<file path="src/rtl/simon_pkg.sv">
// Shared types and output codes for the Simon game controller.
// The state encoding equals the mode_leds code for each state.
package simon_pkg;

    localparam logic [2:0] MODE_INPUT  = 3'b001;
    localparam logic [2:0] MODE_PLAY   = 3'b010;
    localparam logic [2:0] MODE_REPEAT = 3'b100;
    localparam logic [2:0] MODE_DONE   = 3'b111;

    localparam logic [1:0] SEL_INPUT  = 2'b00;
    localparam logic [1:0] SEL_PLAY   = 2'b00;
    localparam logic [1:0] SEL_REPEAT = 2'b01;
    localparam logic [1:0] SEL_DONE   = 2'b10;

    typedef enum logic [2:0] {
        S_INPUT  = MODE_INPUT,
        S_PLAY   = MODE_PLAY,
        S_REPEAT = MODE_REPEAT,
        S_DONE   = MODE_DONE
    } state_e;

    function automatic logic [1:0] sel_of(state_e s);
        logic [1:0] r;
        r = SEL_INPUT;
        case (s)
            S_REPEAT: r = SEL_REPEAT;
            S_DONE:   r = SEL_DONE;
            default:  r = SEL_INPUT;
        endcase
        return r;
    endfunction

endpackage

</file>
<file path="src/rtl/simon_controller.sv">
// Simon game control FSM: INPUT -> PLAYBACK -> REPEAT loop, DONE on error/full.
// Define SIMON_RESTART_EN to let next in DONE start a new game.
module simon_controller
    import simon_pkg::*;
#(
    parameter int MAX_LEN = 64
) (
    input  logic       clk,
    input  logic       rst,
    input  logic       next,
    input  logic       is_legal,
    input  logic       play_gt_count,
    input  logic       repeat_eq_play,
    input  logic       input_eq_pattern,
    output logic [1:0] select,
    output logic [2:0] mode_leds,
    output logic       clrcount,
    output logic       w_en,
    output logic [6:0] entries,
    output logic       win
);

    localparam logic [6:0] LEN = 7'(MAX_LEN);

    state_e     state_q, state_d;
    logic [6:0] entries_q, entries_d;
    logic       win_q, win_d;
    logic       clr_q, clr_d;
    logic       wr_c;
    logic       full;

    assign full = (entries_q >= LEN);

    always_ff @(posedge clk or negedge rst) begin
        if (!rst) begin
            state_q   <= S_INPUT;
            entries_q <= 7'd0;
            win_q     <= 1'b0;
            clr_q     <= 1'b1;
        end else begin
            state_q   <= state_d;
            entries_q <= entries_d;
            win_q     <= win_d;
            clr_q     <= clr_d;
        end
    end

    always_comb begin
        state_d   = state_q;
        entries_d = entries_q;
        win_d     = win_q;
        clr_d     = 1'b0;
        wr_c      = 1'b0;
        case (state_q)
            S_INPUT: begin
                // A full memory ends the game even if the pattern is legal.
                if (next) begin
                    if (full) begin
                        state_d = S_DONE;
                        win_d   = 1'b1;
                    end else if (is_legal) begin
                        wr_c      = 1'b1;
                        entries_d = entries_q + 7'd1;
                        state_d   = S_PLAY;
                    end
                end
            end
            S_PLAY: begin
                if (play_gt_count) begin
                    state_d = S_REPEAT;
                end
            end
            S_REPEAT: begin
                if (next) begin
                    if (!input_eq_pattern) begin
                        state_d = S_DONE;
                    end else if (repeat_eq_play) begin
                        state_d = S_INPUT;
                    end
                end
            end
            S_DONE: begin
`ifdef SIMON_RESTART_EN
                if (next) begin
                    state_d   = S_INPUT;
                    entries_d = 7'd0;
                    win_d     = 1'b0;
                    clr_d     = 1'b1;
                end
`endif
            end
            default: state_d = S_INPUT;
        endcase
    end

    assign w_en      = wr_c & rst;
    assign mode_leds = state_q;
    assign select    = sel_of(state_q);
    assign clrcount  = clr_q;
    assign entries   = entries_q;
    assign win       = win_q;

endmodule

</file>
<file path="config.mk">
export PLATFORM = sky130hd
export DESIGN_NAME = simon_controller
export DESIGN_NICKNAME = d
export VERILOG_FILES = /design/src/rtl/simon_pkg.sv /design/src/rtl/simon_controller.sv
export SDC_FILE = /design/constraint.sdc
export NUM_CORES = 1
export LEC_CHECK = 0
export CAP_MARGIN = 5
export CORE_MARGIN = 10
export CORE_UTILIZATION = 43
export DETAILED_ROUTE_END_ITERATION = 6
export PLACE_DENSITY = 0.76
export SLEW_MARGIN = 10
export SYNTH_ARGS = -nofsm -noshare
export SYNTH_HDL_FRONTEND = slang
export SYNTH_SLANG_ARGS = --single-unit
export TNS_END_PERCENT = 1
</file>
<file path="constraint.sdc">
create_clock -name clk -period 1.96 [get_ports clk]
set_input_delay 0.294 -clock clk [delete_from_list [all_inputs] [get_ports clk]]
set_output_delay 0.294 -clock clk [all_outputs]
set_load 0.03 [all_outputs]
</file>
# [Yosys cells after proc, flatten, opt, wreduce, memory -nomap -nowiden]
# Index checks and enable logic that the tools add are counted.
[totals] register_bits=12 out_inout_bits=15 wordCells=34
[op_classes] n_addsub=1 magnitude_cmp=1 eq_ne=9 n_mux=13 bitwise=3 reduce_logical=3
[op_table] op="3-bit two-way mux" count=7
[op_table] op="3-bit one-hot mux with 4 select lines" count=1
[op_table] op="7-bit by 1-bit adder with 7-bit output (second input constant)" count=1
[op_table] op="7-bit greater-or-equal comparator (second input constant)" count=1
[op_table] op="3-bit == test (second input constant)" count=2
[op_table] op="2-bit inequality test (second input constant)" count=3
[op_table] op="3-bit inequality test (second input constant)" count=2
[op_table] op="6-bit AND reduction" count=1
[op_table] op="1-bit two-way mux" count=4
[op_table] op="2-bit one-hot mux with 2 select lines" count=1
[op_table] op="4-bit AND reduction" count=1
[op_table] op="3-bit by 1-bit == test with 1-bit output (second input constant)" count=1
[op_table] op="3-bit by 2-bit == test with 1-bit output (second input constant)" count=1
[op_table] op="3-bit AND reduction" count=1
[op_table] op="1-bit inverter" count=2
[op_table] op="1-bit bitwise AND" count=1

# [Logic depth before layout (Yosys ltp)]
# Gate-level depths: netlist of run 1.
[logic_depth] word_depth=5 ltp_mapped=5 depth_no_buf=4

# [Worst setup path after synthesis of run 1]
# No wires, ideal clock.
[synth_timing] path_type="register to output" startpoint="register state_q[0], in the netlist mode_leds[0]" endpoint="output w_en" arrival_ns=1.486 t_required_ns=1.666 slack_ns=0.180 stages_incl_launch_ff=5 cell_sequence="dfstp_2 > nor4bb_1 > and3b_1 > buf_6 > and2_2"
[synth_between] elab_chain_cells=3
[synth_rtl] element="from (decl)" line_no="simon_controller.sv:25" rtl="state_e state_q, state_d;"
[synth_rtl] element="from (signal assigned)" line_no="simon_controller.sv:41" rtl="state_q <= state_d;"
[synth_rtl] element="3-bit by 1-bit == test with 1-bit output" line_no="simon_controller.sv:54" rtl="case (state_q)"
[synth_rtl] element="1-bit two-way mux" line_no="simon_controller.sv:54"
[synth_rtl] element="1-bit bitwise AND" line_no="simon_controller.sv:96" rtl="assign w_en = wr_c & rst;"
[synth_rtl] element="to (decl)" line_no="simon_controller.sv:18" rtl="output logic w_en,"
# Every way passes these cells.

# [Worst setup path after layout of run 1]
# Ends and elaborated chain as after synthesis.

==> results of run 1 <==
==> worst max path at each step <==
stage | startpoint | to | slack, ps | depth (start not counted)
global route | mode_leds[0] | w_en | -30 | 4
finish | mode_leds[0] | w_en | 80 | 4
CTS | mode_leds[0] | w_en | -30 | 4
detailed placement | next | entries[1] | -20 | 5
floorplan | mode_leds[0] | w_en | 180 | 4
global placement | next | entries[1] | -9 | 5
==> state kept, by name, indices dropped and copies added, names as in the netlist <==
signal / cells
win: 1
mode_leds: 3
entries: 7
clrcount: 1
==> logic make-up (layout without fill, tap and decap cells) <==
group / count (synthesis) / in the layout / synth area share [%]
multiplexers: 2 / 2 / 3.40
adder cells (fa/ha/maj): 1 / 1 / 1.89
AND/OR/NAND/NOR: 22 / 22 / 21.5
buffers and inverters: 4 / 33 / 3.58
XOR/XNOR: 6 / 6 / 9.06
other: 1 / 1 / 0.565
flip-flops: 12 / 12 / 45.7
AO/OA/AOI/OAI: 10 / 10 / 14.3
==> worst reg2reg max path, stage by stage, from the launching register on <==
cell and delay, ps:
dfstp_2 590, nor4bb_4 220, and3b_2 250, buf_4 160, mux2_2 330
==> power groups by stage <==
stage / Combinational, mW / Sequential (mW) / Clock, mW
6_report: 0.752 / 0.479 / 0.194
5_1_grt: 0.806 / 0.497 / 0.214
4_1_cts: 0.727 / 0.470 / 0.202
3_5_place_dp: 0.719 / 0.471 / 0
3_3_place_gp: 0.708 / 0.469 / 0
2_1_floorplan: 0.323 / 0.597 / 0
==> metrics by stage <==
stage	hold WS, ps	setup slack (ps)	TNS [ps]
after CTS	366	-26.1	-26.1
after detailed placement	455	-23.3	-23.3
after floorplan	-1.59	180	0
after global routing	374	-30.1	-30.1
after global placement	446	-8.97	-8.97
final	380	76.1	0
==> metal layers <==
layer	vias to the layer above	GRT usage, %	part of all wire [%]
met3	0	5.79	12
met1	254	9.86	43
met4	0	4.92	0
met2	19	14.0	45
met5	-	0	0
li1	259	-	-
==> synthesized netlist by cell type, types with 2 or more instances <==
cell | instances | area [um2]
nand2_1 | 5 | 18.8
dfrtp_1 | 10 | 250
inv_1 | 2 | 7.51
dfstp_2 | 2 | 52.6
nor2_1 | 6 | 22.5
xnor2_1 | 4 | 35.0
nand2b_1 | 2 | 12.5
==> timing repair <==
item | CTS | global route
pin swaps | 0 | 2
resized for setup | 3 | 6
endpoints found under the setup margin | 3 | 2
setup buffers | 0 | 1
==> layout by cell type, fill, tap and decap left out, types with 2 or more instances in the layout <==
master           netlist  final
clkdlybuf4s50_1        0     18
clkbuf_4               0      3
dfstp_2                2      2
nand2_1                5      5
dfrtp_2                0      2
xnor2_1                4      4
nand2b_1               2      2
inv_1                  2      2
dfrtp_1               10      8
nor2_1                 6      6
buf_4                  0      6
dlygate4sd2_1          0      2
==> cell type report <==
class | instances | share of cell area [%]
clock buffers | 4 | 3.71
inverters | 2 | 0.768
multi-input cells | 42 | 36.2
flip-flops and latches | 12 | 31.2
well taps | 16 | 2.05
repair buffers | 27 | 26.0
==> metrics, run 1 <==
status completed; clock share of power 13.6%; cell area after synthesis 663 um2; number of synthesized register bits 12; unique cell type count in the Yosys netlist 34; top_reg_cell synth dfrtp_1; I/O Buffers 21; multi-input logic area 354 um2; CTS H-tree depth 1; DR pass1 iterations 4; nets@finish 96; pin count of the biggest net entering global routing 13; DRC 0; initial core utilization approximately 45%; Worst Reg-to-Reg Cells 4; DP Wirelength 1.18 mm; CTS clk-pin slew, worst paths 70 ps; Final Hold Vio Count 0; FILL cells 119; Crit path max-delay family simple AND/OR/NAND/NOR gates; Tmin final between 1500 and 2000 ps; FFs w/ async S/R, synth 100%; Cells after DPL 98; Sw Share 42.2%; Pint 0.823 mW; n_diodes 0; CP cell instances nor4bb_4 -> and3b_2 -> and2_4 -> buf_6; die area 0.00351 mm2; Die Wd 59.3 um; Hold Path Class input port to async pin; Area Overhead vs Synth 47.4%; Worst Path Arrival 1590 ps; clk_lat worst skew approximately 270 ps; Layout Cell Area excl Fill 977 um2; Root Buffer clkbuf_4; Cell Pwr Density between 1000 and 1500 mW/mm2; Seq. cell area 305 um2; register area share after synthesis 45.7%; Switching Power between 0.6 and 0.7 mW; via count about 530; Final Cycle Share 96.1%; clk sinks 12; Reg2Reg Launch Point mode_leds[0]; Leakage 0.448 nW; Reg-to-Reg End entries[1]; Reg power frac 33.6%; routed wire length roughly 1.5 mm; vias in the first global route 570; Critical Path Start Type flip-flop; core box area 0.00149 mm2; boundary pin count 22; Comb pwr share between 50% and 60%; Tot Pwr 1.42 mW; worst clock skew 0.938 ps; number of synthesized flops with an enable pin 0; DR iter-0 viols 10; max frequency 531 MHz; Gate Count Post-Synth 58; Syn Nets 66; gpl congestion 0.826; TritonCTS clock tree built; Area after DPL around 910 um2; Buf/Inv on CP 1; share of layout cells above drive strength 1 about a third; Max Slew Vio Count 0; first-pass GRT wire length 2.56 mm; crit end category output port; Routed Antenna Nets 0; Critical Path RT approximately 1700 ps; final setup fails 0; total CTS buffers 3; routed len/inst 14.7 um; Die H 59.3 um; Max Cap Viol 0; fin util 65.6%; slowest stage delay, CP 590 ps; largest fanout on the critical path 6; Post-Syn Area per Cell 11.4 um2; Vias/cell between 5 and 6; initial antenna violation count 0; non-filler instance count after layout 103; Slowest cell on crit path dfstp_2; hold_buf cts 0; Max VDD drop roughly 1 mV; FF-to-FF setup slack approximately 300 ps; row count 14; Clock Tree Buf Depth 2; Yosys Warn Count 0; gr usage total about a tenth; CP Class flip-flop to output port; RSZ-0062 raised after global routing yes; grt total ovfl 0
(Power assumes the default switching activity.)
==> inputs of run 2 (changes only) <==
Settings changed: SETUP_SLACK_MARGIN from default to 0.15, SKIP_CTS_REPAIR_TIMING from default to 1.
==> metrics, run 2 (synthesis results as in run 1) <==
vias in the first global route around 570; total CTS buffers 3; FF-to-FF setup slack 270 ps; DRC 0; Vias/cell 5.33; I/O Buffers 21; Max Cap Viol 0; DP Wirelength approximately 1.2 mm; FILL cells 117; multi-input logic area 352 um2; CP Class flip-flop to output port; initial antenna violation count 0; Critical Path Start Type flip-flop; gr usage total 9.32%; DR iter-0 viols 10; Die H around 60 um; max frequency around 520 MHz; Max VDD drop 1.01 mV; clk sinks 12; Max Slew Vio Count 0; row count 14; Buf/Inv on CP 1; largest fanout on the critical path 8; worst clock skew 3.92 ps; Die Wd ~60 um; Hold Path Class input port to async pin; boundary pin count 22; status completed; Worst Reg-to-Reg Cells 4; n_diodes 0; nets@finish 95; max reg flops 7; Cells after DPL 98; pin count of the biggest net entering global routing 13; met1 Use GR 9.74%; Worst Path Arrival 1650 ps; Crit path depth 4; grt total ovfl 0; clk_lat worst skew about 270 ps; Critical Path RT 1670 ps; Routed Antenna Nets 0; die area roughly 0.0035 mm2; initial core utilization 44.5%; met2 Use GR ~14%; Final Cycle Share 99.0%; Slowest cell on crit path dfstp_2; routed wire length 1.53 mm; Leakage 0.523 nW; via count 544; fin util 65.8%; gpl congestion approximately 0.83; GR peak layer met2; Tmin final 1940 ps; first-pass GRT wire length about 2.6 mm; routed len/inst 15.0 um; RSZ-0062 raised after global routing yes; Crit path max-delay family simple AND/OR/NAND/NOR gates; slowest stage delay, CP around 600 ps; setup ws final 19.5 ps; Area Overhead vs Synth 47.7%; TritonCTS clock tree built; commonest non-fill, non-tap cells in the layout 14 x clkdlybuf4s50_1, 9 x dfrtp_1, 6 x nor2_1, 6 x dlymetal6s2s_1, 6 x buf_4; Tot Pwr 1.40 mW; Cell Pwr Density around 1400 mW/mm2; met3 usage 5.79%; share of layout cells above drive strength 1 30.2%; most common cell after layout, fill and taps aside clkdlybuf4s50_1; CTS H-tree depth 1; core box area 0.00149 mm2; DR pass1 iterations 4; CTS clk-pin slew, worst paths 80 ps; crit end category output port; non-filler instance count after layout 102; Final Hold Vio Count 0; Seq. cell area just over 300 um2; Root Buffer clkbuf_4; WHS 365 ps; Clock Tree Buf Depth 2; CP cell instances nor4bb_4 -> and3b_1 -> and2_2 -> buf_4; Place WS -23.3 ps; final setup fails 0
[run 2: through the flow]
stage	instance area, um2	setup TNS [ps]
after global routing	980	-93.4
after global placement	912	-8.97
final	980	0
after floorplan	663	0
after detailed placement	912	-23.3
after CTS	948	-197
[run 2: worst paths after layout]
path / from / end
max: mode_leds[0] / w_en
min: rst / entries[4]
max reg2reg: mode_leds[0] / entries[1]
min reg2reg: win / win
max in group asynchronous: rst / mode_leds[0]
min in group clk: win / win
[run 2: final cells by class]
type	count	area share (%)
sequential	12	31.0
inverter	2	0.766
multi-input combinational	42	35.9
tap	16	2.04
timing repair buffer	26	26.6
clock buffer	4	3.70
[run 2: power breakdown]
| group | leakage, nW | switching, mW | internal [mW] |
|---|---|---|---|
| clock network | 0.0210 | 0.0832 | 0.113 |
| logic | 0.351 | 0.374 | 0.352 |
| registers | 0.150 | 0.142 | 0.338 |
| total | 0.523 | 0.599 | 0.803 |
[run 2: routing by layer]
metal | vias up | wire length [um]
met5 | - | 0
met4 | 0 | 0
met3 | 0 | 192
met2 | 22 | 692
met1 | 265 | 640
li1 | 257 | -
